File: src/rtl/regfile_2r1w_pkg.sv
// Shared constants and helpers for the project-2 register file.
// be_merge is used by both the storage write path and the optional write bypass.
package proy2_pkg;

    localparam int BYTE_W    = 8;
    localparam int MAX_W     = 1024;
    localparam int MAX_BYTES = MAX_W / BYTE_W;

    // Address width for a given depth; a single-word file still needs one address bit.
    function automatic int addr_width(input int depth);
        return (depth > 1) ? $clog2(depth) : 1;
    endfunction

    // Byte-granular merge at the widest supported word; callers cast to and from their width.
    function automatic logic [MAX_W-1:0] be_merge(
        input logic [MAX_W-1:0]     old_w,
        input logic [MAX_W-1:0]     new_w,
        input logic [MAX_BYTES-1:0] be
    );
        logic [MAX_W-1:0] merged;
        merged = old_w;
        for (int b = 0; b < MAX_BYTES; b++) begin
            if (be[b]) begin
                merged[b*BYTE_W +: BYTE_W] = new_w[b*BYTE_W +: BYTE_W];
            end
        end
        return merged;
    endfunction

endpackage

File: src/rtl/regfile_2r1w_if.sv
// Bus bundle for regfile_2r1w: one write port and two registered read ports.
// master drives requests (datapath side), slave is the register file.
interface regfile_2r1w_if
    import proy2_pkg::*;
#(
    parameter int WIDTH = 32,
    parameter int DEPTH = 32
) ();

    localparam int ADDR_W    = addr_width(DEPTH);
    localparam int NUM_BYTES = WIDTH / BYTE_W;

    logic                 clear;
    logic                 we;
    logic [ADDR_W-1:0]    waddr;
    logic [WIDTH-1:0]     wdata;
    logic [NUM_BYTES-1:0] wbe;

    logic                 re_a;
    logic [ADDR_W-1:0]    raddr_a;
    logic [WIDTH-1:0]     rdata_a;
    logic                 rvalid_a;

    logic                 re_b;
    logic [ADDR_W-1:0]    raddr_b;
    logic [WIDTH-1:0]     rdata_b;
    logic                 rvalid_b;

    modport master (
        output clear, we, waddr, wdata, wbe,
        output re_a, raddr_a, re_b, raddr_b,
        input  rdata_a, rvalid_a, rdata_b, rvalid_b
    );

    modport slave (
        input  clear, we, waddr, wdata, wbe,
        input  re_a, raddr_a, re_b, raddr_b,
        output rdata_a, rvalid_a, rdata_b, rvalid_b
    );

endinterface

File: src/rtl/regfile_2r1w_word.sv
// One storage word of the register file with byte-enabled writes.
// Priority is rst, then clear, then write.
module regfile_word
    import proy2_pkg::*;
#(
    parameter  int WIDTH     = 32,
    localparam int NUM_BYTES = WIDTH / BYTE_W
) (
    input  logic                 clk,
    input  logic                 rst,
    input  logic                 clear,
    input  logic                 we,
    input  logic [NUM_BYTES-1:0] wbe,
    input  logic [WIDTH-1:0]     wdata,
    output logic [WIDTH-1:0]     q
);

    logic [WIDTH-1:0] r_q;

    always_ff @(posedge clk) begin
        if (rst) begin
            r_q <= '0;
        end else if (clear) begin
            r_q <= '0;
        end else if (we) begin
            r_q <= WIDTH'(be_merge(MAX_W'(r_q), MAX_W'(wdata), MAX_BYTES'(wbe)));
        end
    end

    assign q = r_q;

endmodule

File: src/rtl/regfile_2r1w.sv
// Parametrised 2-read/1-write register file with byte enables, bulk clear and
// registered reads. Define REGFILE_WRITE_BYPASS_EN to forward same-cycle writes to reads.
module regfile_2r1w
    import proy2_pkg::*;
#(
    parameter int WIDTH    = 32,
    parameter int DEPTH    = 32,
    parameter int ZERO_REG = 1
) (
    input  logic             clk,
    input  logic             rst,
    regfile_2r1w_if.slave    bus
);

    localparam int ADDR_W = addr_width(DEPTH);

    logic [WIDTH-1:0] w_q [DEPTH];
    logic [WIDTH-1:0] w_raw_a;
    logic [WIDTH-1:0] w_raw_b;
    logic [WIDTH-1:0] w_rd_a;
    logic [WIDTH-1:0] w_rd_b;

    logic [WIDTH-1:0] r_rdata_a;
    logic [WIDTH-1:0] r_rdata_b;
    logic             r_rvalid_a;
    logic             r_rvalid_b;

    genvar gi;
    generate
        for (gi = 0; gi < DEPTH; gi++) begin : g_word
            if (ZERO_REG != 0 && gi == 0) begin : g_zero
                assign w_q[gi] = '0;
            end else begin : g_store
                regfile_word #(
                    .WIDTH (WIDTH)
                ) u_word (
                    .clk   (clk),
                    .rst   (rst),
                    .clear (bus.clear),
                    .we    (bus.we && ({1'b0, bus.waddr} == (ADDR_W+1)'(gi))),
                    .wbe   (bus.wbe),
                    .wdata (bus.wdata),
                    .q     (w_q[gi])
                );
            end
        end
    endgenerate

    // Compare-based mux: addresses past DEPTH match nothing and read as 0.
    always_comb begin
        w_raw_a = '0;
        w_raw_b = '0;
        for (int i = 0; i < DEPTH; i++) begin
            if ({1'b0, bus.raddr_a} == (ADDR_W+1)'(i)) w_raw_a = w_q[i];
            if ({1'b0, bus.raddr_b} == (ADDR_W+1)'(i)) w_raw_b = w_q[i];
        end
    end

`ifdef REGFILE_WRITE_BYPASS_EN
    logic             w_wr_live;
    logic [WIDTH-1:0] w_merge_a;
    logic [WIDTH-1:0] w_merge_b;

    // A write only lands if it is in range, writable and not overridden by clear.
    assign w_wr_live = bus.we && !bus.clear
                     && ({1'b0, bus.waddr} < (ADDR_W+1)'(DEPTH))
                     && !(ZERO_REG != 0 && bus.waddr == '0);

    assign w_merge_a = WIDTH'(be_merge(MAX_W'(w_raw_a), MAX_W'(bus.wdata), MAX_BYTES'(bus.wbe)));
    assign w_merge_b = WIDTH'(be_merge(MAX_W'(w_raw_b), MAX_W'(bus.wdata), MAX_BYTES'(bus.wbe)));

    assign w_rd_a = (w_wr_live && bus.raddr_a == bus.waddr) ? w_merge_a : w_raw_a;
    assign w_rd_b = (w_wr_live && bus.raddr_b == bus.waddr) ? w_merge_b : w_raw_b;
`else
    assign w_rd_a = w_raw_a;
    assign w_rd_b = w_raw_b;
`endif

    always_ff @(posedge clk) begin
        if (rst) begin
            r_rdata_a  <= '0;
            r_rdata_b  <= '0;
            r_rvalid_a <= 1'b0;
            r_rvalid_b <= 1'b0;
        end else begin
            r_rvalid_a <= bus.re_a;
            r_rvalid_b <= bus.re_b;
            if (bus.re_a) r_rdata_a <= w_rd_a;
            if (bus.re_b) r_rdata_b <= w_rd_b;
        end
    end

    assign bus.rdata_a  = r_rdata_a;
    assign bus.rdata_b  = r_rdata_b;
    assign bus.rvalid_a = r_rvalid_a;
    assign bus.rvalid_b = r_rvalid_b;

endmodule

File: src/flat_wrapper.sv
// flat-port wrapper written by rule: the top's interface ports become plain ports
module regfile_2r1w_flat import proy2_pkg::*;
#(
    parameter int WIDTH    = 32,
    parameter int DEPTH    = 32,
    parameter int ZERO_REG = 1
)
  (clk, rst, bus_clear, bus_we, bus_waddr, bus_wdata, bus_wbe, bus_re_a, bus_raddr_a, bus_re_b, bus_raddr_b, bus_rdata_a, bus_rvalid_a, bus_rdata_b, bus_rvalid_b);
  regfile_2r1w_if #(.WIDTH(WIDTH), .DEPTH(DEPTH)) bus_i ();
  input  logic clk;
  input  logic rst;
  input wire logic [$bits(bus_i.clear)-1:0] bus_clear;
  input wire logic [$bits(bus_i.we)-1:0] bus_we;
  input wire logic [$bits(bus_i.waddr)-1:0] bus_waddr;
  input wire logic [$bits(bus_i.wdata)-1:0] bus_wdata;
  input wire logic [$bits(bus_i.wbe)-1:0] bus_wbe;
  input wire logic [$bits(bus_i.re_a)-1:0] bus_re_a;
  input wire logic [$bits(bus_i.raddr_a)-1:0] bus_raddr_a;
  input wire logic [$bits(bus_i.re_b)-1:0] bus_re_b;
  input wire logic [$bits(bus_i.raddr_b)-1:0] bus_raddr_b;
  output wire logic [$bits(bus_i.rdata_a)-1:0] bus_rdata_a;
  output wire logic [$bits(bus_i.rvalid_a)-1:0] bus_rvalid_a;
  output wire logic [$bits(bus_i.rdata_b)-1:0] bus_rdata_b;
  output wire logic [$bits(bus_i.rvalid_b)-1:0] bus_rvalid_b;
  assign bus_i.clear = bus_clear;
  assign bus_i.we = bus_we;
  assign bus_i.waddr = bus_waddr;
  assign bus_i.wdata = bus_wdata;
  assign bus_i.wbe = bus_wbe;
  assign bus_i.re_a = bus_re_a;
  assign bus_i.raddr_a = bus_raddr_a;
  assign bus_i.re_b = bus_re_b;
  assign bus_i.raddr_b = bus_raddr_b;
  assign bus_rdata_a = bus_i.rdata_a;
  assign bus_rvalid_a = bus_i.rvalid_a;
  assign bus_rdata_b = bus_i.rdata_b;
  assign bus_rvalid_b = bus_i.rvalid_b;
  regfile_2r1w #(.WIDTH(WIDTH), .DEPTH(DEPTH), .ZERO_REG(ZERO_REG)) u_core (.clk(clk), .rst(rst), .bus(bus_i));
endmodule
File: config.mk
export PLATFORM = sky130hd
export DESIGN_NAME = regfile_2r1w_flat
export DESIGN_NICKNAME = d
export VERILOG_FILES = /design/src/rtl/regfile_2r1w_pkg.sv /design/src/rtl/regfile_2r1w_if.sv /design/src/rtl/regfile_2r1w_word.sv /design/src/rtl/regfile_2r1w.sv /design/src/flat_wrapper.sv
export SDC_FILE = /design/constraint.sdc
export NUM_CORES = 2
export LEC_CHECK = 0
export ABC_CLOCK_PERIOD_IN_PS = 1630
export BUFFER_PORTS_ARGS = -buffer_cell sky130_fd_sc_hd__buf_2
export CAP_MARGIN = 20
export CORE_MARGIN = 8
export CORE_UTILIZATION = 45
export CTS_CLUSTER_SIZE = 16
export DETAILED_ROUTE_END_ITERATION = 6
export GPL_TIMING_DRIVEN = 1
export PLACE_DENSITY = 0.66
export SETUP_SLACK_MARGIN = 0.4
export SYNTH_ARGS = -nofsm -noshare
export SYNTH_HDL_FRONTEND = slang
export SYNTH_HIERARCHICAL = 1
export SYNTH_SLANG_ARGS = --single-unit
File: constraint.sdc
create_clock -name clk -period 1.63 [get_ports clk]
set_input_delay 0 -clock clk [delete_from_list [all_inputs] [get_ports clk]]
set_output_delay 0 -clock clk [all_outputs]
set_load 0.005 [all_outputs]
==> impl_metrics.tcl <==
set metrics [dict create \
    hold_violations 0 \
    route.antenna.remaining_nets 0 \
    syn-mean-instance-area_um2 8.93 \
    cp_data_arrival_time_ns 2.66 \
    final-setup-viol-count 41 \
    tritoncts "built" \
    number_of_standard_cells_after_synthesis 7848 \
    dieWidth_um 411 \
    crit-reg2reg-capture "u_core/bus.rdata_b[15]$_SDFFE_PP0P_" \
    highest_clock_rate_mhz 501 \
    vias_in_the_first_global_route 71909 \
    hold_path.startpoint "bus_re_a" \
    wl_per_cell_um 34.0 \
    grt_first_pass_wirelength_mm 527 \
    final_net_count 8955 \
    detailedRoute.firstPassIterationCount 7 \
    clock_latency_ns 0.79 \
    drive_above_1_share 0.436 \
    minimum_setup_slack_among_reg_to_reg_paths_ns -0.36 \
    gr-usage-met1 0.543 \
    grt_antenna_before_repair 17 \
    power.leakage_nw 32.6 \
    grt_use_met3 0.0893 \
    cts-buffers-inserted 133 \
    routed_via_density 6.82 \
    die_area_um2 169000 \
    postSynth.asyncResetShare 0 \
    drv_cap 0 \
    place.detailed.hpwl_mm 273 \
    power_density_nw_per_um2 758 \
    final_design_area_no_fill_um2 91800 \
    detailroute.via_count 75429 \
    worst_setup_hold_path_clk_slew_ns 0.06 \
    grt.total_usage 0.420 \
    met2_usage 0.616 \
    element_type_at_the_critical_path_end "flop" \
    pin_count_of_the_biggest_net_entering_global_routing 93 \
    final.setup.tns_ns -5.06 \
    report.final.slew_viol_count 0 \
    reg2reg_depth 7 \
    rr_startpoint "u_core/g_word[6].g_store.u_word/q[15]$_SDFFE_PP0P_" \
    initial_core_util 0.451 \
    criticalPathCategory "flop to flop" \
    layout_worst_path_cycle_share 1.22 \
    fillCellCount 13565 \
    numPortBuffers 122 \
    whs_path_depth 6 \
    initialDrtViolationCount 10593 \
    grt_most_used_layer "met2" \
    flow.area_growth_from_synthesis_pct 30.9 \
    postRouteWirelength_mm 376 \
    critical_path_required_ns 2.30 \
    failed_checks "design-rule violations, negative setup slack" \
    cts.htree.levels 4 \
    die_h_um 411 \
    ir_drop_v 0.00111 \
    fp.coreArea_um2 155000 \
    worstPathMaxFanout 2 \
    clock-skew-final_ns 0.0247 \
    post_dp_cell_area_um2 81800 \
    worst-slew-pin-transition_ns 1.16 \
    globalRouteOverflowTotal 0 \
    layout_setup_ws_ns -0.365 \
    syn-num-nets 7905 \
    synth-seq-area-share 0.302 \
    postSynthRegisterBits 1058 \
    ios 123 \
    worst_setup_path_start_kind "flop" \
    ys_types 96 \
    setup_repair_after_global_routing_missed_its_margin "yes" \
    std_cell_rows 145 \
    timing.max_slew.rel_slack 0.227 \
    globalplace.congestion 1.07 \
    outcome "complete, but fails checks" \
    yosys_warnings 6 \
    synth.cell_area_um2 70100 \
    synth_flop_cell "sky130_fd_sc_hd__dfxtp_1" \
    final.hold.worst_slack_ns 0.0102 \
    clkSinkCount 1058 \
    path_type_of_the_worst_min_delay_path "input port to flop" \
    maximum_number_of_buffers_from_clock_root_to_sink 3 \
    clockRootBuffer "sky130_fd_sc_hd__clkbuf_16" \
    drc 4 \
    holdPathEnd "u_core/bus.rdata_a[12]$_SDFFE_PP0P_" \
    synth-edff-count 0 \
    final_period_minus_worst_setup_slack_ns 1.99 \
]
critical path: stages, from the launching register on:
cell,delay (ns)
sky130_fd_sc_hd__dfxtp_2,0.33
sky130_fd_sc_hd__mux4_2,0.54
sky130_fd_sc_hd__a2111oi_4,0.33
sky130_fd_sc_hd__buf_4,0.21
sky130_fd_sc_hd__a211oi_4,0.05
sky130_fd_sc_hd__o22ai_1,0.19
sky130_fd_sc_hd__buf_4,0.18
sky130_fd_sc_hd__a21oi_2,0.05
layout by cell type, fill, tap and decap left out, drive strengths merged, types with 20 or more instances in the layout:
| cell type | instances |
|---|---|
| a2111oi | 35 |
| a211o | 22 |
| a211oi | 31 |
| a21bo | 992 |
| a21o | 25 |
| a21oi | 1285 |
| a221o | 20 |
| a221oi | 67 |
| a22o | 45 |
| a22oi | 93 |
| a31oi | 61 |
| buf | 1771 |
| clkbuf | 196 |
| clkinv | 27 |
| dfxtp | 1058 |
| dlygate4sd3 | 82 |
| inv | 47 |
| mux2 | 51 |
| mux2i | 179 |
| nand2 | 170 |
| nand2b | 28 |
| nand3 | 1072 |
| nor2 | 384 |
| nor2b | 33 |
| nor3 | 139 |
| nor4 | 42 |
| o2111ai | 24 |
| o211ai | 39 |
| o21ai | 382 |
| o221ai | 74 |
| o22ai | 171 |
| or2 | 42 |
per-layer routing:
layer  up-vias  share of wire
met2      5326           0.41
met5         -        0.00031
li1      31454              -
met4        16          0.091
met3      1385           0.10
met1     37248           0.39
worst max-delay path by stage:
stage                                                             startpoint                                  end  depth (start not counted)
after floorplan                                               bus_raddr_b[4]  u_core/bus.rdata_b[30]$_SDFFE_PP0P_                          9
after global routing      u_core/g_word[6].g_store.u_word/q[15]$_SDFFE_PP0P_  u_core/bus.rdata_b[15]$_SDFFE_PP0P_                          7
after CTS                 u_core/g_word[1].g_store.u_word/q[31]$_SDFFE_PP0P_  u_core/bus.rdata_a[31]$_SDFFE_PP0P_                          8
after global placement                                        bus_raddr_b[1]  u_core/bus.rdata_b[11]$_SDFFE_PP0P_                         11
after detailed placement                                      bus_raddr_b[2]   u_core/bus.rdata_b[7]$_SDFFE_PP0P_                         11
final                     u_core/g_word[6].g_store.u_word/q[15]$_SDFFE_PP0P_  u_core/bus.rdata_b[15]$_SDFFE_PP0P_                          7
sequential cells by signal, summed over array words and instances (netlist names):
register / count
u_core/bus.rdata_a: 32
u_core/bus.rdata_b: 32
u_core/bus.rvalid_a: 1
u_core/g_word.g_store.u_word/q: 992
u_core/bus.rvalid_b: 1
synth_stat cells, drive strengths merged, types with 39 or more instances:
cell	count	area share
nor3	139	0.010
o221ai	74	0.0092
o21ai	382	0.027
mux2	51	0.0082
nor2	384	0.021
or2	42	0.0037
a31oi	61	0.0054
mux2i	179	0.026
nand3	1072	0.077
a21oi	1285	0.14
o22ai	171	0.015
buf	785	0.099
a22oi	93	0.010
a21bo	992	0.14
nor4	42	0.0037
nand2	170	0.0091
clkbuf	168	0.0090
dfxtp	1058	0.30
o211ai	39	0.0042
a22o	45	0.0056
a221oi	67	0.0084
logic make-up after synthesis:
group | share of synthesized area
AO/OA/AOI/OAI | 0.408
AND/OR/NAND/NOR | 0.144
flip-flops | 0.302
buffers and inverters | 0.110
multiplexers | 0.0363
where the power goes:
part | switching, mW | total (mW) | leakage (nW) | internal, mW
clock network | 12.9 | 31.1 | 2.19 | 18.2
logic | 7.84 | 12.1 | 21.8 | 4.28
registers | 0.373 | 26.4 | 8.66 | 26.0
total | 21.1 | 69.6 | 32.6 | 48.5
through the flow:
step	total power [mW]	utilization	worst slack, ns	instances
after floorplan	31.8	-	-0.0110	7848
after global placement	37.3	0.526	-1.90	10676
after detailed placement	37.3	0.526	-1.34	10680
after CTS	68.9	0.581	-0.327	11040
after global routing	70.8	0.590	-0.366	11060
final	69.6	0.590	-0.365	11060
final cells by class:
| class | instances | area [um^2] | area share |
|---|---|---|---|
| diodes | 1 | 2.50 | 0.0000273 |
| clock inverters | 50 | 641 | 0.00698 |
| repair buffers | 1868 | 18100 | 0.197 |
| multi-input cells | 5798 | 44900 | 0.489 |
| well taps | 2058 | 2570 | 0.0280 |
| flip-flops and latches | 1058 | 21700 | 0.236 |
| clock buffers | 188 | 3810 | 0.0415 |
| inverters | 39 | 149 | 0.00162 |
what timing repair did:
item,CTS,global route
setup buffers,32,12
hold buffers,90,2
resized for setup,820,274
endpoints found under the setup margin,129,1118
cloned,0,5
pin swaps,251,160
hold endpoints to repair,1024,12
Power figures use the tool's default switching activity.
